## src/rtl/sort_datapath.sv

```systemverilog
// ---------------------------------------------------------------------------
// sort_datapath
//
// Datapath of the in-place K-entry exchange sorter. The sorter controller
// drives one control vector per cycle and this block reacts with one-edge
// latency for every state element. Holds the K x DW data memory, the outer
// (i) and inner (j) index counters, the operand registers A and B and an
// unsigned comparator. A host port loads unsorted data and reads back
// results while the engine is idle.
//
// Ports
//   clk, rst     clock (rising edge) and asynchronous active-high reset
//   Li, Ei       i <= 0 / i <= i+1 (wraps at K-1); Li wins
//   Lj, Ej       j <= i+1 (from pre-edge i, wraps) / j <= j+1 (wraps); Lj wins
//   EA, EB       A / B <= M[addr]
//   Bout         engine write data: 1 = B, 0 = A
//   Csel         engine address:    1 = j, 0 = i
//   Wr           engine write strobe (ignored while host_sel=1)
//   AgtB         A > B, unsigned
//   zi, zj       i == K-2, j == K-1
//   host_sel     1 = host owns the memory write port
//   host_we      host write strobe (ignored while host_sel=0)
//   host_addr    host address; addresses >= K are out of range
//   host_wdata   host write data
//   host_rdata   M[host_addr], combinational; 0 when out of range
// ---------------------------------------------------------------------------
module sort_datapath #(
    parameter int K  = 16,
    parameter int DW = 8,
    parameter int AW = $clog2(K)
) (
    input  logic          clk,
    input  logic          rst,
    input  logic          Li,
    input  logic          Ei,
    input  logic          Lj,
    input  logic          Ej,
    input  logic          EA,
    input  logic          EB,
    input  logic          Bout,
    input  logic          Csel,
    input  logic          Wr,
    output logic          AgtB,
    output logic          zi,
    output logic          zj,
    input  logic          host_sel,
    input  logic          host_we,
    input  logic [AW-1:0] host_addr,
    input  logic [DW-1:0] host_wdata,
    output logic [DW-1:0] host_rdata
);

    localparam logic [AW-1:0] IDX_LAST   = AW'(K - 1);
    localparam logic [AW-1:0] IDX_PENULT = AW'(K - 2);
    // One bit wider than the address so that K itself is representable
    // even when K is a power of two.
    localparam logic [AW:0]   K_WIDE     = (AW + 1)'(K);

    logic [AW-1:0] i_q, i_d;
    logic [AW-1:0] j_q, j_d;
    logic [DW-1:0] a_q, a_d;
    logic [DW-1:0] b_q, b_d;

    logic [AW-1:0] eng_addr;
    logic [DW-1:0] eng_rdata;
    logic [DW-1:0] eng_wdata;
    logic          host_in_range;
    logic [DW-1:0] host_word;

    logic [DW-1:0] mem_rd [K];

    // ------------------------------------------------------------------
    // Address / data muxes
    // ------------------------------------------------------------------
    assign eng_addr      = Csel ? j_q : i_q;
    assign eng_wdata     = Bout ? b_q : a_q;
    assign host_in_range = ({1'b0, host_addr} < K_WIDE);

    // Read muxes are built as explicit compare loops so a non-power-of-two
    // K never indexes past the end of the array.
    always_comb begin
        eng_rdata = '0;
        host_word = '0;
        for (int k = 0; k < K; k++) begin
            if (eng_addr == AW'(k)) begin
                eng_rdata = mem_rd[k];
            end
            if (host_addr == AW'(k)) begin
                host_word = mem_rd[k];
            end
        end
    end

    assign host_rdata = host_in_range ? host_word : '0;

    // ------------------------------------------------------------------
    // Memory: one register per word so reset clears every entry. Reads
    // are combinational, so EA/EB in the same cycle as a write to the
    // same address see the pre-write value.
    // ------------------------------------------------------------------
    generate
        for (genvar gi = 0; gi < K; gi++) begin : g_word
            logic          we_eng;
            logic          we_host;
            logic [DW-1:0] word_q;

            // The two writers are mutually exclusive through host_sel.
            assign we_eng  = Wr && !host_sel && (eng_addr == AW'(gi));
            assign we_host = host_we && host_sel && host_in_range
                             && (host_addr == AW'(gi));

            always_ff @(posedge clk or posedge rst) begin
                if (rst) begin
                    word_q <= '0;
                end else if (we_host) begin
                    word_q <= host_wdata;
                end else if (we_eng) begin
                    word_q <= eng_wdata;
                end
            end

            assign mem_rd[gi] = word_q;
        end
    endgenerate

    // ------------------------------------------------------------------
    // Counters and operand registers: next state
    // ------------------------------------------------------------------
    always_comb begin
        i_d = i_q;
        if (Li) begin
            i_d = '0;
        end else if (Ei) begin
            i_d = (i_q == IDX_LAST) ? '0 : i_q + AW'(1);
        end
    end

    // Lj uses the pre-edge i, so Li and Lj together still give j = old i+1.
    always_comb begin
        j_d = j_q;
        if (Lj) begin
            j_d = (i_q == IDX_LAST) ? '0 : i_q + AW'(1);
        end else if (Ej) begin
            j_d = (j_q == IDX_LAST) ? '0 : j_q + AW'(1);
        end
    end

    always_comb begin
        a_d = a_q;
        b_d = b_q;
        if (EA) begin
            a_d = eng_rdata;
        end
        if (EB) begin
            b_d = eng_rdata;
        end
    end

    always_ff @(posedge clk or posedge rst) begin
        if (rst) begin
            i_q <= '0;
            j_q <= '0;
            a_q <= '0;
            b_q <= '0;
        end else begin
            i_q <= i_d;
            j_q <= j_d;
            a_q <= a_d;
            b_q <= b_d;
        end
    end

    // ------------------------------------------------------------------
    // Status flags, purely from registered state
    // ------------------------------------------------------------------
    assign AgtB = (a_q > b_q);
    assign zi   = (i_q == IDX_PENULT);
    assign zj   = (j_q == IDX_LAST);

endmodule
```

## config.mk

```make
export PLATFORM = sky130hd
export DESIGN_NAME = sort_datapath
export DESIGN_NICKNAME = d
export VERILOG_FILES = /design/src/rtl/sort_datapath.sv
export SDC_FILE = /design/constraint.sdc
export NUM_CORES = 1
export LEC_CHECK = 0
export CAP_MARGIN = 10
export CORE_ASPECT_RATIO = 1.25
export CORE_UTILIZATION = 45
export CTS_CLUSTER_DIAMETER = 150
export DETAILED_ROUTE_END_ITERATION = 10
export PLACE_DENSITY = 0.74
export SETUP_SLACK_MARGIN = 0.5
export SYNTH_ARGS = -nofsm -noshare
export SYNTH_HDL_FRONTEND = slang
export SYNTH_SLANG_ARGS = --single-unit
```

## constraint.sdc

```tcl
create_clock -name clk -period 11.7 [get_ports clk]
set_input_delay 2.34 -clock clk [delete_from_list [all_inputs] [get_ports clk]]
set_output_delay 2.34 -clock clk [all_outputs]
set_load 0.05 [all_outputs]
```

# Yosys cells after proc, flatten, opt, wreduce, memory -nomap -nowiden
# Index checks and enable logic that the tools add are counted.
[word_totals]
reg_bits = 152
inputBits = 25
output_inout_bits = 11
wordCells = 183
[classes]
n_addsub = 2
magnitude_cmp = 1
eq_ne = 33
n_mux = 72
n_reduce_logical = 55
[op_table]
columns = ["operator", "n"]
rows = [
  ["$mux W8", 65],
  ["$eq A4 B4 Y1 const B", 19],
  ["$reduce_bool A2 Y1", 18],
  ["$logic_and A1 B1 Y1", 34],
  ["$eq A4 B3 Y1 const B", 8],
  ["$mux W4", 7],
  ["$eq A4 B2 Y1 const B", 4],
  ["$add A4 B1 Y4 const B", 2],
  ["$eq A4 B1 Y1 const B", 2],
  ["$gt A8 B8 Y1", 1],
  ["$logic_not A4 Y1", 2],
  ["$logic_not A1 Y1", 1],
]

# Longest topological paths before layout
[logic_depth]
depth_word = 18
depth_mapped = 10
depth_no_buf = 8

# Worst setup path before layout
# OpenSTA, ideal clock, no wires.
[synth_path]
kind = "in2out"
start = "input host_addr[1]"
end = "output host_rdata[0]"
arrival_ns = 4.730
setup_slack_ns = 4.630
cell_stages = 7
n_path_buf = 3
cell_sequence = "clkbuf_1 -> clkbuf_1 -> buf_1 -> nor3_1 -> o31ai_1 -> nor3_1 -> o21ai_0"
[synth_via]
elab_chain_cells = 17
elab_cells_between_ends = 32
cone_classes = "15 x eq/ne; 16 x mux; 1 x reduce/logical"
[synth_rtl]
columns = ["item", "line", "text"]
rows = [
  ["start, declared", "48", "input logic [AW-1:0] host_addr,"],
  ["$logic_not A4 Y1", "88", "if (host_addr == AW'(k)) begin"],
  ["$mux W8 (15 in series)", "88", ""],
  ["$mux W8 *", "88", ""],
  ["end, declared", "50", "output logic [DW-1:0] host_rdata"],
]
# Every way passes the cells marked *; elsewhere a longest branch is shown, timed or not.

# Final worst setup path
[layout_path]
start = "input host_addr[3]"
end = "output host_rdata[0]"
# The elaborated chain is that of the path after synthesis.

==> flow_metrics.env <==
export IMPL_synth_async_reset_ratio=1.000
export IMPL_area_of_the_multi_input_gates_um2=5938
export IMPL_clock_tree_buffer_depth=2
export IMPL_power_ir_vdd_worst_v=0.0001331
export IMPL_worstRegToRegCells=6
export IMPL_routed_wire_length_per_instance_um=26.82
export IMPL_diodes=0
export IMPL_hold_path_cell_count=2
export IMPL_synth_main_ff_cell="sky130_fd_sc_hd__dfrtp_1"
export IMPL_timing_final_crit_share=0.7055
export IMPL_syn_instance_count=1148
export IMPL_fin_worst_skew_ps=9.924
export IMPL_floorplan_die_area_um2=23350
export IMPL_worst_reg_to_reg_setup_slack_ps=8260
export IMPL_grt_pass1_vias=9011
export IMPL_synth_edff_count=0
export IMPL_yosys_cell_types_count=71
export IMPL_mappedNetlistArea_um2=10230
export IMPL_fin_total_pwr_w=0.002027
export IMPL_status="complete, no violations"
export IMPL_timing_fmax_ghz=0.1211
export IMPL_yosys_warnings=0
export IMPL_capturing_point_of_the_worst_reg2reg_path="a_q[7]"
export IMPL_finalHoldWorstSlack_ps=520.2
export IMPL_detailedRoute_firstIterationViolations=1361
export IMPL_cp_data_arrival_time_ps=5910
export IMPL_dieHeight_um=170.6
export IMPL_post_cts_hold_buffer_count=0
export IMPL_final_min_clock_period_ps=8255
export IMPL_final_common_cell="sky130_fd_sc_hd__o21ai_0"
export IMPL_dp_hpwl_um=25990
export IMPL_top_cell_family_by_delay_on_the_critical_path="buffers and inverters"
export IMPL_fin_tns_setup_ps=0
export IMPL_detail_route_wirelength_um=38060
export IMPL_power_density_nw_per_um2=180.5
export IMPL_crit_path_end_kind="output pin"
export IMPL_pin_count_of_the_biggest_net_entering_global_routing=78
export IMPL_design_final_nets=1159
export IMPL_worst_slew_pin_slew_ps=1203
export IMPL_cts_repair_resize_count=0
export IMPL_path_cells="clkdlybuf4s50_1, nand2_1, nor3_1, nand2_1, o21ai_0, clkdlybuf4s50_1"
export IMPL_synth_top_area_cell="sky130_fd_sc_hd__dfrtp_1"
export IMPL_route_detailed_vias_per_inst=6.684
export IMPL_ys_seq_elements=152
export IMPL_finalSetupViolCount=0
export IMPL_cts_htree_levels=4
export IMPL_grt_first_pass_wirelength_um=57460
export IMPL_clk_transition_reported_paths_ps=70
export IMPL_max_cap_violations=0
export IMPL_postCtsSetupBuffers=0
export IMPL_cts_buffers=17
export IMPL_placement_io_buffers=35
export IMPL_finalHoldViolations=0
export IMPL_slew_headroom=0.1979
export IMPL_initial_utilization=0.4591
export IMPL_critPathKind="in2out"
export IMPL_final_antenna_net_count=0
export IMPL_kind_of_launch_point_of_the_worst_setup_path="primary input"
export IMPL_clock_tree_from_tritoncts="built"
export IMPL_worst_hold_path_endpoint="b_q[6]"
export IMPL_all_layer_global_routing_usage=0.3408
export IMPL_gpl_final_weighted_congestion=0.9850
export IMPL_crit_fanout=24
export IMPL_leakage_nw=4.416
export IMPL_syn_nets=1184
export IMPL_number_of_clock_sinks=152
export IMPL_fillerInstances=2082
export IMPL_crit_slowest_cell="sky130_fd_sc_hd__clkdlybuf4s50_1"
export IMPL_yosysTopAreaCellShare=0.3717
export IMPL_postSynthAreaPerCell_um2=8.913
export IMPL_timing_hold_worst_class="reg2reg"
export IMPL_clkLatencyLatePin_ps=450
export IMPL_clock_root_buffer="sky130_fd_sc_hd__clkbuf_16"
export IMPL_drt_pre_antenna_iters=6
export IMPL_remaining_drc_errors=0
export IMPL_area_sequential_um2=3804
export IMPL_num_vias=9484
export IMPL_floorplan_die_width_um=136.9
export IMPL_globalRoute_totalOverflow=0
export IMPL_cell_types_with_the_largest_area_share_after_synthesis="sky130_fd_sc_hd__dfrtp_1 37%, sky130_fd_sc_hd__mux2i_1 14%, sky130_fd_sc_hd__o21ai_0 8.9%"
export IMPL_finalMaxSlewViolations=0
export IMPL_synth_seq_area_share=0.3717
export IMPL_grt_antenna_before_repair=0
export IMPL_final_core_utilization=0.5038
export IMPL_coreArea_um2=22290
export IMPL_holdCritStartpoint="b_q[6]"
export IMPL_critical_path_buf_inv_count=2
export IMPL_worstPathRequired_ps=9360
export IMPL_critPathMaxStageDelay_ps=1110
export IMPL_area_growth_synth_to_final_pct=9.721
export IMPL_setup_repair_after_global_routing_missed_its_margin="no"
export IMPL_layout_cells_sized_above_1=0.09859
export IMPL_critical_path_reg2reg_startpoint="j_q[0]"
export IMPL_num_rows=61
export IMPL_ioPinCount=36
export IMPL_final_cell_mix="182 x sky130_fd_sc_hd__o21ai_0, 175 x sky130_fd_sc_hd__nand2_1, 152 x sky130_fd_sc_hd__dfrtp_1, 143 x sky130_fd_sc_hd__mux2i_1, 44 x sky130_fd_sc_hd__nor2_1"
where the power goes:
part | leakage [nW] | switching [W] | internal [W] | total [W]
Clock | 0.272 | 0.000243 | 0.000299 | 0.000542
Sequential | 1.94 | 0.000174 | 0.000677 | 0.000851
Combinational | 2.20 | 0.000388 | 0.000246 | 0.000634
worst max path at each step:
| stage | start | end | slack (ps) | cells after the start |
|---|---|---|---|---|
| after floorplan | host_addr[1] | host_rdata[0] | 4630 | 7 |
| after global placement | host_addr[3] | host_rdata[0] | 3710 | 6 |
| after detailed placement | host_addr[3] | host_rdata[0] | 3630 | 6 |
| after CTS | host_addr[3] | host_rdata[0] | 3620 | 6 |
| after global routing | host_addr[3] | host_rdata[0] | 3400 | 6 |
| final | host_addr[3] | host_rdata[0] | 3450 | 6 |
metrics by stage:
step / area (µm²) / std cells / setup WS (ps)
after floorplan: 10230 / 1148 / 4630
after global placement: 10660 / 1387 / 3712
after detailed placement: 10660 / 1387 / 3632
after CTS: 11230 / 1419 / 3620
after global routing: 11230 / 1419 / 3402
final: 11230 / 1419 / 3445
sequential cells by signal (all words and copies together) (netlist names):
signal	cells
j_q	4
b_q	8
i_q	4
a_q	8
g_word.word_q	128
tightest hold or removal path: stages, from the launching register on:
cell and delay (ps):
sky130_fd_sc_hd__dfrtp_1 370, sky130_fd_sc_hd__nand2_1 60, sky130_fd_sc_hd__o31ai_1 60
cell usage after synthesis (all sizes together), types with 4 or more instances:
cell,count
a211oi,10
a21o,9
a21oi,36
a221oi,8
a22oi,9
a31oi,18
a32o,4
and3,5
buf,44
clkbuf,54
dfrtp,152
ha,11
inv,21
mux2,20
mux2i,144
mux4,15
nand2,175
nand3,19
nand3b,6
nand4,4
nor2,51
nor2b,10
nor3,22
nor3b,4
o211ai,6
o21a,13
o21ai,193
o221ai,11
o22ai,7
o2bb2ai,5
or2,5
area by class of cell:
type                    instances  share of cell area
clock buffers                  18             0.03912
clock inverters                14             0.01114
inverters                      21            0.007467
multi-input cells             877              0.5289
flip-flops and latches        152              0.3388
well taps                     283             0.03154
repair buffers                 54             0.04302
routing by layer:
layer	wire length [µm]	GRT usage	vias up
met5	0	0	-
met4	2048	0.1811	0
met3	3774	0.08119	126
met2	17090	0.5228	634
met1	15140	0.4430	4561
li1	-	-	4163
logic make-up (layout without fill, tap and decap cells):
| logic type | Yosys count | after routing | synth area share |
|---|---|---|---|
| AND/OR/NAND/NOR | 315 | 315 | 0.1449 |
| flip-flops | 152 | 152 | 0.3717 |
| adder cells (fa/ha/maj) | 11 | 11 | 0.01345 |
| multiplexers | 179 | 179 | 0.1959 |
| XOR/XNOR | 3 | 3 | 0.002568 |
| AO/OA/AOI/OAI | 369 | 369 | 0.2225 |
| buffers and inverters | 119 | 107 | 0.04891 |
Note: power is estimated with default switching activity, not from simulation.
